## src/rtl/uart_pkg.sv

```systemverilog
// Shared UART definitions: receive FSM state encoding and default framing constants.
package uart_pkg;

    typedef enum logic [1:0] {
        IDLE,
        START,
        DATA,
        STOP
    } uart_rx_state_t;

    localparam int UART_DATA_BITS          = 8;
    localparam int UART_DEFAULT_OVERSAMPLE = 16;

endpackage

```

## src/rtl/uart_rx_sync.sv

```systemverilog
// Two-flop synchronizer for the asynchronous serial line; resets to the idle (high) level.
module uart_rx_sync (
    input  logic clk,
    input  logic rst_n,
    input  logic in,
    output logic out
);

    logic meta;

    // Double-register the line so downstream logic sees a settled level.
    always_ff @(posedge clk or negedge rst_n) begin
        if (!rst_n) begin
            meta <= 1'b1;
            out  <= 1'b1;
        end else begin
            meta <= in;
            out  <= meta;
        end
    end

endmodule

```

## src/rtl/uart_receiver.sv

```systemverilog
// UART receive stage: 8N1 framing, oversampled by the external tick `en`,
// with start-bit glitch rejection, one-entry holding register and overrun flag.
// Optional: define UART_RX_STOP_CHECK_EN to sample the stop bit into frame_err.
module uart_receiver
    import uart_pkg::*;
#(
    parameter int OVERSAMPLE = UART_DEFAULT_OVERSAMPLE
) (
    input  logic                      clk,
    input  logic                      rst_n,
    input  logic                      en,
    input  logic                      in,
    output logic [UART_DATA_BITS-1:0] out,
    output logic                      valid,
    input  logic                      rd,
    output logic                      busy,
    output logic                      frame_err,
    output logic                      overrun
);

    localparam int             CW       = $clog2(OVERSAMPLE);
    localparam logic [CW-1:0]  CNT_HALF = CW'(OVERSAMPLE / 2 - 1);
    localparam logic [CW-1:0]  CNT_LAST = CW'(OVERSAMPLE - 1);

    uart_rx_state_t             state, state_next;
    logic [CW-1:0]              cnt, cnt_next;
    logic [2:0]                 bit_idx, bit_idx_next;
    logic [UART_DATA_BITS-1:0]  shreg;
    logic                       in_s;
    logic                       shift_en;
    logic                       frame_done;
    logic                       accept;

    uart_rx_sync u_sync (
        .clk   (clk),
        .rst_n (rst_n),
        .in    (in),
        .out   (in_s)
    );

    assign busy   = (state != IDLE);
    // A completed frame is taken when the holder is empty or being read this cycle.
    assign accept = frame_done && (!valid || rd);

    // FSM and tick/bit counter registers.
    always_ff @(posedge clk or negedge rst_n) begin
        if (!rst_n) begin
            state   <= IDLE;
            cnt     <= '0;
            bit_idx <= '0;
        end else begin
            state   <= state_next;
            cnt     <= cnt_next;
            bit_idx <= bit_idx_next;
        end
    end

    // Next-state, counter and strobe decode; everything advances only on `en` ticks.
    always_comb begin
        state_next   = state;
        cnt_next     = cnt;
        bit_idx_next = bit_idx;
        shift_en     = 1'b0;
        frame_done   = 1'b0;
        if (en) begin
            case (state)
                IDLE: begin
                    if (!in_s) begin
                        state_next = START;
                        cnt_next   = '0;
                    end
                end
                START: begin
                    if (cnt == CNT_HALF) begin
                        cnt_next = '0;
                        if (!in_s) begin
                            state_next   = DATA;
                            bit_idx_next = '0;
                        end else begin
                            state_next = IDLE;
                        end
                    end else begin
                        cnt_next = cnt + 1'b1;
                    end
                end
                DATA: begin
                    if (cnt == CNT_LAST) begin
                        shift_en = 1'b1;
                        cnt_next = '0;
                        if (bit_idx == 3'd7) begin
                            state_next = STOP;
                        end else begin
                            bit_idx_next = bit_idx + 1'b1;
                        end
                    end else begin
                        cnt_next = cnt + 1'b1;
                    end
                end
                STOP: begin
                    if (cnt == CNT_LAST) begin
                        frame_done = 1'b1;
                        cnt_next   = '0;
                        state_next = IDLE;
                    end else begin
                        cnt_next = cnt + 1'b1;
                    end
                end
                default: begin
                    state_next = IDLE;
                    cnt_next   = '0;
                end
            endcase
        end
    end

    // Capture each data bit at its centre, LSB first.
    always_ff @(posedge clk or negedge rst_n) begin
        if (!rst_n) begin
            shreg <= '0;
        end else if (shift_en) begin
            shreg[bit_idx] <= in_s;
        end
    end

    // Holding register with valid/read handshake and overrun reporting.
    always_ff @(posedge clk or negedge rst_n) begin
        if (!rst_n) begin
            out     <= '0;
            valid   <= 1'b0;
            overrun <= 1'b0;
        end else if (accept) begin
            out   <= shreg;
            valid <= 1'b1;
            if (rd) begin
                overrun <= 1'b0;
            end
        end else if (frame_done) begin
            overrun <= 1'b1;
        end else if (rd && valid) begin
            valid   <= 1'b0;
            overrun <= 1'b0;
        end
    end

`ifdef UART_RX_STOP_CHECK_EN
    // Stop bit sampled low marks the byte in `out` as mis-framed.
    always_ff @(posedge clk or negedge rst_n) begin
        if (!rst_n) begin
            frame_err <= 1'b0;
        end else if (accept) begin
            frame_err <= ~in_s;
        end else if (rd && valid) begin
            frame_err <= 1'b0;
        end
    end
`else
    assign frame_err = 1'b0;
`endif

endmodule
```

## config.mk

```make
export PLATFORM = sky130hd
export DESIGN_NAME = uart_receiver
export DESIGN_NICKNAME = d
export VERILOG_FILES = /design/src/rtl/uart_pkg.sv /design/src/rtl/uart_rx_sync.sv /design/src/rtl/uart_receiver.sv
export SDC_FILE = /design/constraint.sdc
export NUM_CORES = 1
export LEC_CHECK = 0
export ABC_AREA = 1
export CAP_MARGIN = 20
export CORE_MARGIN = 3
export CORE_UTILIZATION = 45
export CTS_CLUSTER_DIAMETER = 100
export CTS_CLUSTER_SIZE = 24
export DETAILED_ROUTE_END_ITERATION = 10
export PLACE_DENSITY_LB_ADDON = 0.25
export SYNTH_ARGS = -nofsm -noshare
export SYNTH_HDL_FRONTEND = slang
export SYNTH_SLANG_ARGS = --single-unit
export TNS_END_PERCENT = 1
```

## constraint.sdc

```tcl
create_clock -name clk -period 1.8 [get_ports clk]
set_input_delay 0.18 -clock clk [delete_from_list [all_inputs] [get_ports clk]]
set_output_delay 0.18 -clock clk [all_outputs]
set_load 0.05 [all_outputs]
```

# Word level (Yosys, flattened, before mapping)
# Cells that the tools add are included.
[totals]
register_bits = 29
inputBits = 5
out_inout_bits = 12
[op_classes]
n_addsub = 2
n_lt_le_gt_ge = 2
n_eq_ne = 15
n_mux = 30
n_reduce_logical = 16
[ops]
columns = ["cell", "n"]
rows = [
  ["2-bit inequality test, second input constant", 8],
  ["1-bit two-way mux", 12],
  ["2-bit two-way mux", 6],
  ["3-bit two-way mux", 4],
  ["4-bit two-way mux", 3],
  ["4-bit one-hot mux with 3 select lines", 1],
  ["6-bit AND reduction", 2],
  ["8-bit bitwise mux", 1],
  ["2-bit one-hot mux with 4 select lines", 1],
  ["3-bit one-hot mux with 2 select lines", 1],
  ["2-bit AND reduction", 3],
  ["2-bit nonzero test", 3],
  ["4-bit by 1-bit adder with 4-bit output, second input constant", 1],
  ["2-bit == test, second input constant", 2],
  ["4-bit by 3-bit == test with 1-bit output, second input constant", 1],
  ["4-bit == test, second input constant", 1],
  ["3-bit by 4-bit less-than comparator with 1-bit output, second input constant", 1],
  ["3-bit by 1-bit adder with 3-bit output, second input constant", 1],
  ["1-bit demux with 3-bit select", 1],
  ["3-bit == test, second input constant", 1],
  ["3-bit by 1-bit greater-or-equal comparator with 1-bit output, second input constant", 1],
  ["1-bit logical AND", 3],
  ["3-bit nonzero test", 1],
  ["2-bit by 1-bit == test with 1-bit output, second input constant", 1],
  ["other kinds (5)", 5],
]

# Depth between registers and ports, before layout
# Gate-level depths: netlist (run 1).
[logic_depth]
depth_word = 7
ltp_mapped = 8

# By module
# From an unflattened synthesis (run 1), not the netlist that was laid out.
[unflattened]
hier_cells = 165
area_unflattened_um2 = 1360.1
[by_module_without_submodules]
columns = ["mod", "instances", "cells_each", "area_each_um2"]
rows = [
  ["uart_receiver", 1, 163, 1307.5],
  ["uart_rx_sync", 1, 2, 52.6],
]

# Least setup slack after synthesis (run 1)
# No wires, ideal clock.
[synth_path]
path_type = "register to register"
from = "register cnt[0]"
to = "register out[0]"
setup_ps = 119
arrival_time_ps = 1241
slack_ps = 440
stages_incl_launch_ff = 8
n_path_buf = 1
cell_sequence = "dfrtp_1 > ha_1 > nand3_4 > nor2_1 > buf_4 > nand2_4 > nand2_1 > nand2_1"
[synth_between]
elab_chain_cells = 5
[synth_rtl]
columns = ["element", "line_no", "source"]
rows = [
  ["start: declaration", "uart_receiver.sv:26", "logic [CW-1:0] cnt, cnt_next;"],
  ["start signal: assignment", "uart_receiver.sv:53", "cnt <= cnt_next;"],
  ["4-bit == test", "uart_receiver.sv:100", "if (cnt == CNT_LAST) begin"],
  ["1-bit two-way mux", "uart_receiver.sv:100", ""],
  ["1-bit two-way mux", "uart_receiver.sv:66", "case (state)"],
  ["1-bit two-way mux", "uart_receiver.sv:65", "if (en) begin"],
  ["1-bit logical AND", "uart_receiver.sv:43", "assign accept = frame_done && (!valid || rd);"],
  ["end signal: assignment", "uart_receiver.sv:132", "out <= shreg;"],
  ["end: declaration", "uart_receiver.sv:13", "output logic [UART_DATA_BITS-1:0] out,"],
]
# No other way between the ends.
# A chain may end at the register's enable or synchronous reset.

# Worst setup path in the final report (run 1)
[layout_path]
from = "register valid"
to = "output port valid"
[layout_lines]
columns = ["element", "line_no", "source"]
rows = [
  ["start: declaration", "uart_receiver.sv:14", "output logic valid,"],
  ["start signal: assignment", "uart_receiver.sv:129", "valid <= 1'b0;"],
  ["start signal: assignment", "uart_receiver.sv:133", "valid <= 1'b1;"],
  ["start signal: assignment", "uart_receiver.sv:140", "valid <= 1'b0;"],
]
# No word-level cell between the ends.

==> results of run 1 <==
## layout make-up
| type | instances | area [um2] | area share |
|---|---|---|---|
| well taps | 42 | 52.6 | 0.0303 |
| multi-input cells | 123 | 651 | 0.376 |
| flip-flops and latches | 29 | 728 | 0.421 |
| clock inverters | 1 | 30.0 | 0.0173 |
| repair buffers | 17 | 163 | 0.0939 |
| inverters | 14 | 52.6 | 0.0303 |
| clock buffers | 7 | 55.1 | 0.0318 |
## per-stage QoR
| stage | instance area, um2 | cells | util | hold WS (ns) |
|---|---|---|---|---|
| after floorplan | 1450 | 168 | - | -0.116 |
| after global placement | 1650 | 225 | 0.568 | 0.346 |
| after detailed placement | 1650 | 225 | 0.568 | 0.351 |
| after CTS | 1730 | 233 | 0.597 | 0.218 |
| after global routing | 1730 | 233 | 0.597 | 0.231 |
| final | 1730 | 233 | 0.597 | 0.216 |
## worst min path at each step
| stage | to | slack, ns |
|---|---|---|
| 5_1_grt | shreg[5] | 0.23 |
| 3_3_place_gp | u_sync.out | 0.35 |
| 6_report | cnt[3] | 0.22 |
| 3_5_place_dp | u_sync.out | 0.35 |
| 4_1_cts | shreg[5] | 0.22 |
| 2_1_floorplan | async pin | -0.12 |
## cells by family (layout without fill, tap and decap cells)
family	Yosys count	count (layout)	share of synthesized area
flip-flops	29	29	0.503
other	1	1	0.00259
adder cells (fa/ha/maj)	3	3	0.0260
buffers and inverters	16	39	0.0467
AO/OA/AOI/OAI	19	19	0.0761
AND/OR/NAND/NOR	99	99	0.339
XOR/XNOR	1	1	0.00606
## state kept, by name, indices dropped and copies added (netlist names), named ones only
register,flops
out,8
shreg,8
cnt,4
bit_idx,3
overrun,1
state,1
u_sync.meta,1
u_sync.out,1
valid,1
## cell usage in the layout, fill, tap and decap left out, types with 2 or more instances in the layout
cell,synthesis,routed
a21oi_1,2,2
buf_4,2,3
clkbuf_4,0,5
clkdlybuf4s50_1,0,14
dfrtp_1,27,27
dfstp_2,2,2
ha_1,3,3
inv_1,10,10
inv_2,4,4
nand2_1,53,53
nand2_4,3,3
nand3_1,23,23
nand4_1,3,3
nor2_1,6,6
nor2_2,5,5
nor2_4,2,2
o21ai_1,12,12
## worst reg2reg max path: stages, from the launching register on
cell	delay, ns
dfrtp_1	0.40
ha_1	0.28
nand3_4	0.16
nor2_1	0.13
buf_4	0.19
nand2_4	0.10
nand2_1	0.08
nand2_1	0.05
## report_power, final
| part | internal (mW) | switching, mW |
|---|---|---|
| logic | 0.164 | 0.353 |
| registers | 0.716 | 0.108 |
| clock network | 0.331 | 0.234 |
## per-layer routing
layer,up-vias,track usage
li1,595,-
met1,530,0.202
met2,29,0.256
met3,6,0.0576
met4,0,0.0744
met5,-,0
==> flow_summary.toml, run 1 <==
[logic_synthesis]
netlist_instances = 168
syn_area_um2 = 1450
seq_area_frac_synth = 0.503
syn_area_per_cell_um2 = 8.61
async_flop_share = 1.00
synth.distinct_cells = 26
yosys-top-cells-area = "dfrtp_1, nand2_1, nand3_1"
synth_seq_cells = 29
syn-num-nets = 176
synth_flop_cell = "dfrtp_1"
synth_warnings = 0
synth_edf_count = 0
post-synth-top-area-cell = "dfrtp_1"
synth_commonest_cells = "nand2_1, dfrtp_1, nand3_1"
synth_most_common_cell = "nand2_1"
yosys.area.top_type_share = 0.467

[setup_path]
endpoint_kind = "output port"
cp.depth = 1
ff2ff_setup_slack_ns = 0.30
rr_worst_depth = 7
path_class = "reg -> out"
critPathBufInv = 1
worstSetupEndpoint = "valid"
max_stage_delay_ns = 0.82
start_kind = "flip-flop"
arrival_ns = 1.54
worstPathCellList = "clkdlybuf4s50_1"
r2r_end = "out[4]"
path_delay_family = "buffers and inverters"
reg2reg_from = "cnt[0]"
cp_max_fo = 4
critPathRequiredTime_ns = 1.62
cp_slowest_cell = "clkdlybuf4s50_1"
crit_start = "valid"

[clock_network]
cts_setup_buffers = 0
ctsHoldBuffers = 0
cts_resized = 0
root_buffer = "clkbuf_4"
cts_max_level = 2
numClockSinks = 29
tritoncts = "built"
clkTransAtPathRegs_ns = 0.10
insertion_delay_ns = 0.33
cts_made_buffers = 5
clk_path_buf_depth = 2

[routing]
drtPass1Iterations = 4
ant_nets = 0
vias = 1160
routedLengthMet1_mm = 1.26
drcViolationCount = 0
finalWirelength_mm = 2.75
post_drt_wl_per_cell_um = 11.8
wl_met2_mm = 1.27
routed.top_layer = "met4"
post_drt_via_cell_ratio = 4.98
drt_iter0_drc = 43
route.met3.wl_um = 168

[placement]
dpl.hpwl_mm = 1.99
place_congestion = 0.766
dp_worst_setup_slack_ns = 0.257
portBuffers = 15

[power_and_ir_drop]
peakVddDrop_mv = 0.731
cellLeakagePower_nw = 0.863
power_density_nw_per_um2 = 1100
p_total_mw = 1.91

[cells_and_area]
nets = 198
fillCellCount = 275
syn_to_final_growth_pct = 19.7
antenna_cells = 0
drive_gt1_frac = 0.162

[grt]
grt_pass1_wl_mm = 4.97
antenna_found_initial = 0
grt-ovfl-total = 0
grt_usage = 0.163
first_global_vias = 1089
grt_max_degree = 30

[sta]
setup_viol = 0
final-hold-violation-count = 0
relSlewSlack = 0.668
finalMaxSlewViolations = 0
fmax_mhz = 583
grt_setup_unrepaired = "false"
finalWorstPathRequiredPeriod_ns = 1.72
period_share = 0.953
fin_setup_tns_ns = 0
tightest_slew_ns = 0.497
skew_ns = 0.00748
fin_ws_ns = 0.0849

[min_path]
hold_class = "in -> async"

[die]
ios = 17
fp.dieH_um = 62.7
die_area_um2 = 3930
die_w_um = 62.7
core_area_um2 = 2900
rows = 19
start_util = 0.499

[run_status]
outcome = "finished clean"

[run]
drv_cap = 0
(Power assumes the default switching activity.)
==> run 2, diff against run 1 <==
--- a/config.mk
+++ b/config.mk
@@ -13,6 +13,7 @@
 export CTS_CLUSTER_SIZE = 24
 export DETAILED_ROUTE_END_ITERATION = 10
 export PLACE_DENSITY_LB_ADDON = 0.25
+export REMOVE_ABC_BUFFERS = 1
 export SYNTH_ARGS = -nofsm -noshare
 export SYNTH_HDL_FRONTEND = slang
 export SYNTH_SLANG_ARGS = --single-unit
==> run 2 against run 1 <==
Against the previous run:
- utilization shrank 0.91 points
- sequential power about the same
- hold slack barely moved
- highest routed layer unchanged
- largest cell class unchanged
- die area did not move
- first-iteration DRC count fell by 26%
- combinational power hardly changed
- register-to-register slack worse by 0.06 ns
- fmax down 0.55%
==> flow_summary.toml, run 2 (synthesis results as in run 1) <==
[run_status]
outcome = "finished clean"

[die]
die_area_um2 = 3930
ios = 17
start_util = 0.499
fp.dieH_um = 62.7
rows = 19
core_area_um2 = 2900
die_w_um = 62.7

[cells_and_area]
layout_commonest_cell = "nand2_1"
layout_common_cells = "nand2_1, dfrtp_1, nand3_1"
drive_gt1_frac = 0.157
fillCellCount = 283
multi_input_area_um2 = 651
antenna_cells = 0
largestRegisters = "out x8, shreg x8, cnt x4"
seq_area_um2 = 728
syn_to_final_growth_pct = 17.9
nets = 198

[setup_path]
max_stage_delay_ns = 0.81
cp_max_fo = 4
cp_slowest_cell = "clkdlybuf4s50_1"
critPathRequiredTime_ns = 1.62
path_delay_family = "buffers and inverters"
path_class = "reg -> out"
worstPathCellList = "clkdlybuf4s50_1"
arrival_ns = 1.54
critPathBufInv = 1
endpoint_kind = "output port"
start_kind = "flip-flop"

[clock_network]
cts_made_buffers = 5
clk_path_buf_depth = 2
cts_setup_buffers = 0
cts_max_level = 2
cts_resized = 0
clkTransAtPathRegs_ns = 0.10
ctsHoldBuffers = 0
tritoncts = "built"
root_buffer = "clkbuf_4"
insertion_delay_ns = 0.34
numClockSinks = 29

[placement]
portBuffers = 15
dp_worst_setup_slack_ns = 0.266
dpl.hpwl_mm = 2.07
place_congestion = 0.745

[routing]
ant_nets = 0
drcViolationCount = 0
post_drt_wl_per_cell_um = 12.0
finalWirelength_mm = 2.79
vias = 1168
post_drt_via_cell_ratio = 5.01
drtPass1Iterations = 4
drt_iter0_drc = 32

[sta]
fin_setup_tns_ns = 0
finalMaxSlewViolations = 0
fmax_mhz = 580
relSlewSlack = 0.667
finalWorstPathRequiredPeriod_ns = 1.72
final-hold-violation-count = 0
fin_ws_ns = 0.0754
grt_setup_unrepaired = "false"
setup_viol = 0
tightest_slew_ns = 0.497
skew_ns = 0.0113
period_share = 0.958

[power_and_ir_drop]
power_density_nw_per_um2 = 1030
cellLeakagePower_nw = 0.850
peakVddDrop_mv = 0.702

[run]
drv_cap = 0

[grt]
antenna_found_initial = 0
grt_usage = 0.172
first_global_vias = 1165
grt_pass1_wl_mm = 5.26
grt-ovfl-total = 0
grt_max_degree = 30

[min_path]
hold_class = "in -> async"
-- run 2: changes by cell type in the layout (fill, tap and decap cells not counted), sizes merged --
cell    previous run  this run
bufinv             1         0
clkbuf             7         8
-- run 2: through the flow --
| stage | cells | hold WS, ns | utilization | area [um2] | total power [mW] |
|---|---|---|---|---|---|
| 3_5_place_dp | 225 | 0.347 | 0.568 | 1650 | 1.36 |
| 2_1_floorplan | 166 | -0.116 | - | 1430 | 1.22 |
| 6_report | 233 | 0.216 | 0.588 | 1710 | 1.76 |
| 4_1_cts | 233 | 0.227 | 0.588 | 1710 | 1.77 |
| 3_3_place_gp | 225 | 0.346 | 0.568 | 1650 | 1.33 |
| 5_1_grt | 233 | 0.239 | 0.588 | 1710 | 1.89 |
-- run 2: path summary, 6_finish.rpt --
kind	cells past startpoint	endpoint	start	slack, ns
hold / removal	2	cnt[0]	rst_n	0.22
setup reg to reg	7	out[7]	cnt[0]	0.24
hold reg to reg	0	u_sync.out	u_sync.meta	0.36
max in group asynchronous	2	u_sync.meta	rst_n	1.26
setup / recovery	1	valid	valid	0.08
min in group clk	1	u_sync.meta	in	0.25
-- run 2: layout make-up --
cell class	count	share of cell area
inverters	14	0.0308
multi-input cells	123	0.382
flip-flops and latches	29	0.427
repair buffers	17	0.0954
clock buffers	8	0.0345
well taps	42	0.0308
-- run 2: power breakdown --
group          internal [mW]  switching [mW]
sequential             0.716           0.110
combinational          0.163           0.356
clock                  0.192           0.225
total                   1.07           0.691
-- run 2: per-layer routing --
layer  routed length [um]  share of wire  global-route usage
met5                    0              0                   0
met4                   51          0.018              0.0799
met2                 1290           0.46               0.270
met1                 1290           0.46               0.206
met3                  153          0.055              0.0665
